`src/rtl/spi_frame_reader.sv`:
```
// SPI master that reads one stored frame (CAPTURE_READ preamble, then data bytes)
// and streams the received bytes out on a valid/ready byte interface.
module spi_frame_reader #(
  parameter int CLK_DIV       = 1,
  parameter int PREAMBLE_CLKS = 8,
  parameter int GAP_CYCLES    = 1,
  parameter int FRAME_BYTES   = 9
) (
  input  logic       SYSCLK,
  input  logic       NSYSRESET,
  input  logic       START,
  input  logic       SPI_MISO,
  output logic       SPI_CLK,
  output logic       CAPTURE_READ,
  output logic [7:0] PIX_DATA,
  output logic       PIX_VALID,
  input  logic       PIX_READY,
  output logic       BUSY,
  output logic       DONE,
  output logic [2:0] state_dbg
);

  // Byte stream handshake: a byte moves on any rising SYSCLK edge where
  // PIX_VALID && PIX_READY; PIX_DATA is held while PIX_VALID is high and
  // PIX_VALID never depends combinationally on PIX_READY.

  typedef enum logic [2:0] {IDLE, SETUP, PREAMBLE, GAP, SHIFT, FINISH} state_t;

  localparam int BW = $clog2(FRAME_BYTES + 1);
  localparam int PW = $clog2(PREAMBLE_CLKS + 1);
  localparam logic [7:0]    DIV_LAST   = 8'(CLK_DIV - 1);
  localparam logic [7:0]    GAP_LAST   = 8'(GAP_CYCLES - 1);
  localparam logic [PW-1:0] PULSE_LAST = PW'(PREAMBLE_CLKS - 1);
  localparam logic [PW-1:0] PULSE_ALL  = PW'(PREAMBLE_CLKS);
  localparam logic [BW-1:0] BYTE_LAST  = BW'(FRAME_BYTES - 1);

  state_t        state;
  logic [7:0]    phase_cnt;
  logic [PW-1:0] pulse_cnt;
  logic [2:0]    bit_cnt;
  logic [BW-1:0] byte_cnt;
  logic [6:0]    shreg;
  logic          phase_end;
  logic          stall;

  assign phase_end = (phase_cnt == DIV_LAST);
  // The 8th pulse would load a byte on top of one the consumer has not taken.
  assign stall     = PIX_VALID && !PIX_READY && (bit_cnt == 3'd7);
  assign state_dbg = state;

  always_ff @(posedge SYSCLK or negedge NSYSRESET) begin
    if (!NSYSRESET) begin
      state        <= IDLE;
      SPI_CLK      <= 1'b0;
      CAPTURE_READ <= 1'b0;
      PIX_DATA     <= 8'h00;
      PIX_VALID    <= 1'b0;
      BUSY         <= 1'b0;
      DONE         <= 1'b0;
      phase_cnt    <= 8'd0;
      pulse_cnt    <= '0;
      bit_cnt      <= 3'd0;
      byte_cnt     <= '0;
      shreg        <= 7'd0;
    end else begin
      DONE <= 1'b0;
      if (PIX_VALID && PIX_READY) PIX_VALID <= 1'b0;

      case (state)
        IDLE: begin
          if (START) begin
            state        <= SETUP;
            CAPTURE_READ <= 1'b1;
            BUSY         <= 1'b1;
            phase_cnt    <= 8'd0;
            pulse_cnt    <= '0;
            bit_cnt      <= 3'd0;
            byte_cnt     <= '0;
          end
        end

        SETUP: begin
          state     <= PREAMBLE;
          SPI_CLK   <= 1'b1;
          phase_cnt <= 8'd0;
        end

        PREAMBLE: begin
          if (phase_end) begin
            phase_cnt <= 8'd0;
            if (SPI_CLK) begin
              SPI_CLK   <= 1'b0;
              pulse_cnt <= pulse_cnt + 1'b1;
              if (pulse_cnt == PULSE_LAST) CAPTURE_READ <= 1'b0;
            end else if (pulse_cnt == PULSE_ALL) begin
              if (GAP_CYCLES == 0) begin
                state   <= SHIFT;
                SPI_CLK <= 1'b1;
              end else begin
                state <= GAP;
              end
            end else begin
              SPI_CLK <= 1'b1;
            end
          end else begin
            phase_cnt <= phase_cnt + 8'd1;
          end
        end

        GAP: begin
          if (phase_cnt == GAP_LAST) begin
            phase_cnt <= 8'd0;
            state     <= SHIFT;
            SPI_CLK   <= 1'b1;
          end else begin
            phase_cnt <= phase_cnt + 8'd1;
          end
        end

        SHIFT: begin
          if (phase_end) begin
            if (SPI_CLK) begin
              // End of a high phase: this edge samples MISO.
              phase_cnt <= 8'd0;
              SPI_CLK   <= 1'b0;
              shreg     <= {shreg[5:0], SPI_MISO};
              bit_cnt   <= bit_cnt + 3'd1;
              if (bit_cnt == 3'd7) begin
                PIX_DATA  <= {shreg, SPI_MISO};
                PIX_VALID <= 1'b1;
                byte_cnt  <= byte_cnt + 1'b1;
                if (byte_cnt == BYTE_LAST) state <= FINISH;
              end
            end else if (!stall) begin
              phase_cnt <= 8'd0;
              SPI_CLK   <= 1'b1;
            end
          end else begin
            phase_cnt <= phase_cnt + 8'd1;
          end
        end

        FINISH: begin
          if (PIX_VALID && PIX_READY) begin
            state <= IDLE;
            DONE  <= 1'b1;
            BUSY  <= 1'b0;
          end
        end

        default: state <= IDLE;
      endcase
    end
  end

endmodule

```
`config.mk`:
```
export PLATFORM = sky130hd
export DESIGN_NAME = spi_frame_reader
export DESIGN_NICKNAME = d
export VERILOG_FILES = /design/src/rtl/spi_frame_reader.sv
export SDC_FILE = /design/constraint.sdc
export NUM_CORES = 1
export LEC_CHECK = 0
export ABC_AREA = 1
export CAP_MARGIN = 5
export CORE_ASPECT_RATIO = 1.4
export CORE_MARGIN = 2
export CORE_UTILIZATION = 51
export CTS_BUF_LIST = sky130_fd_sc_hd__clkbuf_16
export DETAILED_ROUTE_END_ITERATION = 10
export PLACE_DENSITY_LB_ADDON = 0.08
export SETUP_SLACK_MARGIN = 0.4
export SLEW_MARGIN = 5
export SYNTH_ARGS = -nofsm -noshare
export SYNTH_HDL_FRONTEND = slang
export SYNTH_SLANG_ARGS = --single-unit
```
`constraint.sdc`:
```
create_clock -name SYSCLK -period 1.42 [get_ports SYSCLK]
set_clock_uncertainty 0.05 [all_clocks]
set_input_delay 0.142 -clock SYSCLK [delete_from_list [all_inputs] [get_ports SYSCLK]]
set_output_delay 0.142 -clock SYSCLK [all_outputs]
set_load 0.01 [all_outputs]
```
==> summary.txt, run 1 <==
Place
  • Post-DP HPWL: ~3500 um
  • RePlAce Congestion: 0.832
  • Placed insts: 403
  • I/O Buffers: 20

Routing
  • Via density: ~5.3
  • Routed length on met2: 3950 um
  • M1 WL: 2680 um
  • # DRC: 0
  • Highest routing layer actually used: met4
  • Via count: between 2000 and 2500
  • Post-DR wirelength/cell: 16.1 um
  • Final WL: about 7000 um
  • Post-route ant nets: 0
  • Pre-antenna DRT Iters: 4
  • DR WL met3: 240 um
  • Number of DRC markers in iteration 0: roughly 130

Timing
  • Pins Over Slew Limit: 0
  • Final Cycle Share: 113%
  • Final worst slack: -0.192 ns
  • Setup-failing EPs final: 41
  • Worst slew pin tran: 0.326 ns
  • RSZ-0062 raised after global routing: true
  • Final hold violation count: 0
  • Rel. slew slack: 78.1%
  • Fin crit period: approximately 1.6 ns
  • Final Hold Slack: 0.320 ns
  • Highest clock rate: 621 MHz

Setup path
  • Crit path arrival time: 1.74 ns
  • CP peak stage delay: 0.42 ns
  • Slowest cell on crit path: dfrtp_2
  • Crit path capture: bit_cnt[0]$_DFFE_PN0P_
  • WP data required: 1.54 ns
  • Reg-to-reg slack, setup: -0.19 ns
  • CP startpoint kind: flop
  • Cells on worst reg2reg path: 8
  • Setup Crit Path Kind: flop to flop
  • Largest fanout on the critical path: 6
  • Crit path launch: state_dbg[0]$_DFFE_PN0P_
  • Reg2reg end: bit_cnt[0]$_DFFE_PN0P_
  • R2R Path Start: state_dbg[0]$_DFFE_PN0P_
  • Crit-path cells: buf_6 > nor2_4 > nand2_4 > nor2_8 > buf_6 > o21ai_2 > nand2_1 > o21ai_2
  • CP Capture Type: flop

Global route
  • GRT Resource Usage Total: 22.7%
  • Largest net degree at the start of global routing: 43
  • First-pass GRT wire length: 8930 um
  • Antenna violations before repair: 0
  • Grt total ovfl: 0
  • Vias in the first global route: ~2100

Floorplanning
  • Die W: 60.5 um
  • IO Pins: 21
  • Initial core utilization: between 50% and 60%
  • Core footprint: 4270 um^2
  • Die span in y: just over 80 um
  • Die ar.: 5030 um^2
  • Rows: 28

Finish
  • Fin nets: 389
  • P&R area growth vs syn: 58.5%
  • N_diodes: 0
  • Fill count: ~240
  • Fin cells: between 400 and 500
  • Share of cells above drive strength 1: 47.5%

Yosys
  • Gate Count Post-Synth: 282
  • Top_reg_cell synth: dfrtp_1
  • Avg Inst Size Synth: 8.08 um^2
  • Post-synth ARST share: 100%
  • Synthesized area: 2280 um^2
  • Seq/Total Area, Yosys: ~46%
  • Post-synthesis net count: 295
  • Synth unique cells: 29
  • Post-synthesis register bit count: 42
  • EDFF count, synth: 0
  • Synth warn: 0

Run status
  • Outcome: complete, but fails checks
  • Failing checks: negative setup slack

Clock tree
  • Worst-Skew Late Latency: 0.29 ns
  • Total CTS buffers: 5
  • Clk sink count: 42
  • Clock Tree Buf Depth: 2
  • Clock Pin Slew Worst Setup and Hold Paths: 0.06 ns
  • Root buf cell: clkbuf_16
  • H-Tree Depth: 2
  • TritonCTS clock tree: done

Run
  • MaxCap Viol Count: 0

Power and ir drop
  • Pwr dens: about 1600 nW/um^2
  • Pleak: between 1.5 and 2 nW
  • Peak VDD IR: 1.47 mV

Hold path
  • Hold/Removal Path Class: primary input to asynchronous set/reset pin
==> per-layer routing <==
layer	vias to the layer above	track usage [%]
met5	-	0
met4	0	7.51
met3	18	4.21
met2	63	38.6
met1	1154	28.0
li1	1096	-
==> cell usage in the layout, fill, tap and decap left out, drive strengths merged, types with 2 or more instances in the layout <==
cell | synthesis | routed
buf | 4 | 84
inv | 37 | 36
or2 | 3 | 3
nor2 | 14 | 14
o21ai | 33 | 33
clkbuf | 0 | 5
nand3b | 2 | 2
nand3 | 26 | 28
xor2 | 2 | 2
clkdlybuf4s50 | 0 | 3
nand2 | 101 | 102
clkinv | 0 | 3
o21bai | 2 | 2
a21oi | 4 | 4
ha | 8 | 8
dfrtp | 42 | 42
nand4 | 3 | 3
==> state kept, by name, indices dropped and copies added (netlist names) <==
register	count
DONE	1
shreg	7
PIX_DATA	8
phase_cnt	8
pulse_cnt	4
BUSY	1
bit_cnt	3
state_dbg	3
byte_cnt	4
PIX_VALID	1
CAPTURE_READ	1
SPI_CLK	1
==> synth_stat cells (3+ instances only) <==
cell type  number  share of area (%)
or2_2           3               0.82
inv_1          34                5.6
nor2_1         10                1.6
nand4_1         3               0.82
nand2_1        96                 16
nand3_1        23                5.0
inv_2           3               0.49
o21ai_0        13                2.9
dfrtp_1        42                 46
nand2_2         3               0.82
o21ai_2         8                3.1
o21ai_1        12                2.6
a21oi_1         3               0.66
ha_1            8                4.4
==> through the flow <==
step / area (um^2) / util, % / worst slack [ns] / power, mW / setup TNS [ns]
floorplan: 2310 / - / -0.0666 / 2.66 / -0.265
global placement: 2890 / 67.6 / -0.0995 / 3.38 / -2.14
detailed placement: 2890 / 67.6 / -0.162 / 3.42 / -3.45
CTS: 3160 / 73.9 / -0.120 / 4.88 / -2.67
global route: 3610 / 84.5 / -0.250 / 6.00 / -7.97
finish: 3610 / 84.5 / -0.192 / 5.71 / -5.56
==> cell type report <==
type	instances	area, um^2	area share (%)
clock buffers	5	125	3.46
clock inverters	3	25.0	0.693
inverters	37	166	4.61
multi-input cells	202	1390	38.4
flip-flops and latches	42	1050	29.2
well taps	60	75.1	2.08
repair buffers	88	777	21.5
==> how the worst min path moves through the flow <==
stage | start | endpoint | slack [ns] | depth (start not counted)
3_3_place_gp | NSYSRESET | state_dbg[1]$_DFFE_PN0P_ | 0.08 | 2
6_report | NSYSRESET | state_dbg[1]$_DFFE_PN0P_ | 0.32 | 3
5_1_grt | NSYSRESET | state_dbg[1]$_DFFE_PN0P_ | 0.35 | 3
2_1_floorplan | NSYSRESET | BUSY$_DFFE_PN0P_ | -0.20 | 0
4_1_cts | NSYSRESET | CAPTURE_READ$_DFFE_PN0P_ | 0.32 | 3
3_5_place_dp | NSYSRESET | state_dbg[1]$_DFFE_PN0P_ | 0.08 | 2
==> worst max-delay path, delay by kind of cell, from the launching register on <==
| family | cells | cell delay, ns |
|---|---|---|
| compound gates | 2 | 0.13 |
| simple gates | 4 | 0.63 |
| flops | 1 | 0.42 |
| buf+inv | 2 | 0.26 |
==> logic make-up (layout without fill, tap and decap cells) <==
group | Yosys count | count (layout) | share of synthesized area [%]
compound gates | 39 | 39 | 10.4
xor+xnor | 2 | 2 | 0.769
fa+ha+maj | 8 | 8 | 4.39
buf+inv | 41 | 133 | 7.63
flops | 42 | 42 | 46.1
simple gates | 150 | 153 | 30.7
==> where the power goes <==
group	total, mW	switching (mW)	internal (mW)
logic	2.96	1.59	1.37
clock network	1.17	0.512	0.661
registers	1.57	0.173	1.40
==> timing repair <==
| action | CTS | global route |
|---|---|---|
| hold buffers | 1 | 0 |
| buffers inserted | 5 | 17 |
| setup endpoints to repair | 58 | 55 |
| pin swaps | 8 | 28 |
| hold endpoints to repair | 42 | 0 |
| cloned | 1 | 2 |
| resized for setup | 97 | 81 |
(Power assumes the default switching activity.)
==> run 2, diff against run 1 <==
REMOVE_ABC_BUFFERS = 1   (was not set)
==> run 2 against run 1 <==
Compared with the run above: the flow still finishes with violations (negative setup slack); cell area down 3.9%; global-route usage about the same; clock power down 3%; non-clock buffer count down 8; wire length down 7.2%; sequential share of layout area up 1.1 points.
==> summary.txt, run 2 (same netlist as run 1, synthesis figures left out) <==
Run status
  • Outcome: complete, but fails checks
  • Failing checks: negative setup slack

Timing
  • RSZ-0062 raised after global routing: true
  • Pins Over Slew Limit: 0
  • Final worst slack: -0.331 ns
  • Highest clock rate: roughly 570 MHz
  • Worst slew pin tran: 0.264 ns
  • Final Cycle Share: 123%
  • Final hold violation count: 0
  • Rel. slew slack: 82.3%
  • Fin crit period: around 1.8 ns
  • Fin Setup TNS: -8.51 ns
  • Setup-failing EPs final: 42

Setup path
  • Crit path launch: phase_cnt[0]$_DFFE_PN0P_
  • Crit path arrival time: between 1.5 and 2 ns
  • Cells on worst reg2reg path: 10
  • CP Capture Type: flop
  • Reg-to-reg slack, setup: -0.33 ns
  • R2R Path Start: phase_cnt[0]$_DFFE_PN0P_
  • WP data required: 1.53 ns
  • CP startpoint kind: flop
  • Setup Crit Path Kind: flop to flop
  • Crit path capture: state_dbg[1]$_DFFE_PN0P_
  • Reg2reg end: state_dbg[1]$_DFFE_PN0P_
  • Largest fanout on the critical path: 5

Power and ir drop
  • Gate power share: 53.3%
  • Peak VDD IR: between 1 and 1.5 mV
  • Clock share of power: 19.9%
  • Internal cell power: 3.38 mW
  • Sw frac: 40.7%
  • Pleak: 1.76 nW
  • Psw: 2.32 mW
  • Seq pwr share: 26.8%
  • Pwr dens: 1640 nW/um^2

Clock tree
  • Worst-Skew Late Latency: 0.29 ns
  • H-Tree Depth: 2
  • TritonCTS clock tree: done
  • Clk sink count: 42
  • Clock Pin Slew Worst Setup and Hold Paths: approximately 0.070 ns
  • Root buf cell: clkbuf_16
  • Clock Tree Buf Depth: 2
  • Total CTS buffers: 5

Routing
  • Pre-antenna DRT Iters: 4
  • Final WL: 6550 um
  • Post-DR wirelength/cell: between 15 and 20 um
  • Routed length on met2: 3570 um
  • Via density: 5.22
  • M1 WL: around 2500 um
  • Highest routing layer actually used: met4
  • Via count: roughly 2200
  • DR WL met3: 258 um
  • Post-route ant nets: 0
  • # DRC: 0
  • Number of DRC markers in iteration 0: around 130

Floorplanning
  • Die span in y: 83.1 um
  • Rows: 28
  • Initial core utilization: 53.3%
  • IO Pins: 21
  • Die ar.: 5030 um^2
  • Die W: 60.5 um
  • Core footprint: 4270 um^2

Finish
  • Commonest non-fill, non-tap cell in the layout: nand2_1
  • Multi-input logic area: 1350 um^2
  • Fill count: 274
  • Largest regs: PIX_DATA (8), phase_cnt (8), shreg (7)
  • Design area: 3470 um^2
  • P&R area growth vs syn: 52.3%
  • N_diodes: 0
  • Most frequent cells in the layout: nand2_1, dfrtp_1, buf_4, inv_1
  • Fin nets: 379
  • Post-layout util: between 80% and 90%
  • Register area: 1050 um^2
  • Share of cells above drive strength 1: 45.5%

Place
  • Placed instance area: 2830 um^2
  • I/O Buffers: 20
  • RePlAce Congestion: about 0.85
  • Post-DP HPWL: 3420 um

Global route
  • Largest net degree at the start of global routing: 43
  • First-pass GRT wire length: around 8700 um
  • Antenna violations before repair: 0
  • Vias in the first global route: 2038
  • Grt total ovfl: 0
  • GRT Resource Usage Total: between 20% and 30%

Hold path
  • Hold/Removal Path Class: primary input to asynchronous set/reset pin

Run
  • MaxCap Viol Count: 0
-- run 2: changes by cell type in the layout (fill, tap and decap cells not counted), sizes merged --
cell | before | now
clkinv | 3 | 2
inv | 36 | 37
nand3 | 28 | 27
nand2 | 102 | 101
buf | 84 | 76
-- run 2: worst min path at each step --
| stage | from | end | slack, ns | cells past startpoint |
|---|---|---|---|---|
| global placement | NSYSRESET | state_dbg[1]$_DFFE_PN0P_ | 0.08 | 2 |
| finish | NSYSRESET | byte_cnt[0]$_DFFE_PN0P_ | 0.31 | 3 |
| global route | NSYSRESET | phase_cnt[4]$_DFFE_PN0P_ | 0.37 | 3 |
| CTS | NSYSRESET | shreg[0]$_DFFE_PN0P_ | 0.32 | 3 |
| floorplan | NSYSRESET | BUSY$_DFFE_PN0P_ | -0.20 | 0 |
| detailed placement | NSYSRESET | byte_cnt[0]$_DFFE_PN0P_ | 0.09 | 2 |
-- run 2: what timing repair did --
item	CTS	global route
cloned	1	0
hold buffers	1	0
endpoints found under the hold margin	42	0
pin swaps	10	23
setup buffers	11	9
setup endpoints to repair	58	48
gates resized for setup	105	72
-- run 2: cell type report --
| class | instances | area share, % |
|---|---|---|
| Clock buffer | 5 | 3.60 |
| Inverter | 37 | 4.07 |
| Tap cell | 60 | 2.16 |
| Multi-Input combinational cell | 200 | 39.0 |
| Timing Repair Buffer | 80 | 20.2 |
| Sequential cell | 42 | 30.3 |
| Clock inverter | 3 | 0.613 |
-- run 2: layer usage --
| layer | vias to the layer above | GRT usage [%] |
|---|---|---|
| li1 | 1060 | - |
| met1 | 1080 | 27.1 |
| met2 | 68 | 39.3 |
| met3 | 21 | 4.52 |
| met4 | 0 | 7.31 |
| met5 | - | 0 |
-- run 2: power groups by stage --
stage | logic [mW] | registers [mW] | clock network (mW)
final | 3.04 | 1.53 | 1.13
after global placement | 1.81 | 1.55 | 0
after global routing | 3.23 | 1.55 | 1.18
after floorplan | 0.964 | 1.62 | 0
after detailed placement | 1.83 | 1.56 | 0
after CTS | 2.31 | 1.52 | 1.14
-- run 2: metrics by stage --
stage / setup slack, ns / cells / hold slack [ns] / total power, mW
after CTS: -0.135 / 418 / 0.323 / 4.97
after floorplan: -0.0733 / 278 / -0.204 / 2.59
after global placement: -0.146 / 397 / 0.0841 / 3.36
after detailed placement: -0.196 / 397 / 0.0872 / 3.39
after global routing: -0.399 / 427 / 0.365 / 5.97
final: -0.331 / 427 / 0.306 / 5.70
-- run 2: worst max-delay path: stages, from the launching register on --
cell	delay, ns
dfrtp_1	0.40
inv_2	0.09
ha_4	0.13
nand2_2	0.05
nor2_2	0.16
nand2_2	0.12
buf_12	0.17
a21oi_4	0.18
nand2_2	0.10
nand2_1	0.09
nand2_1	0.07
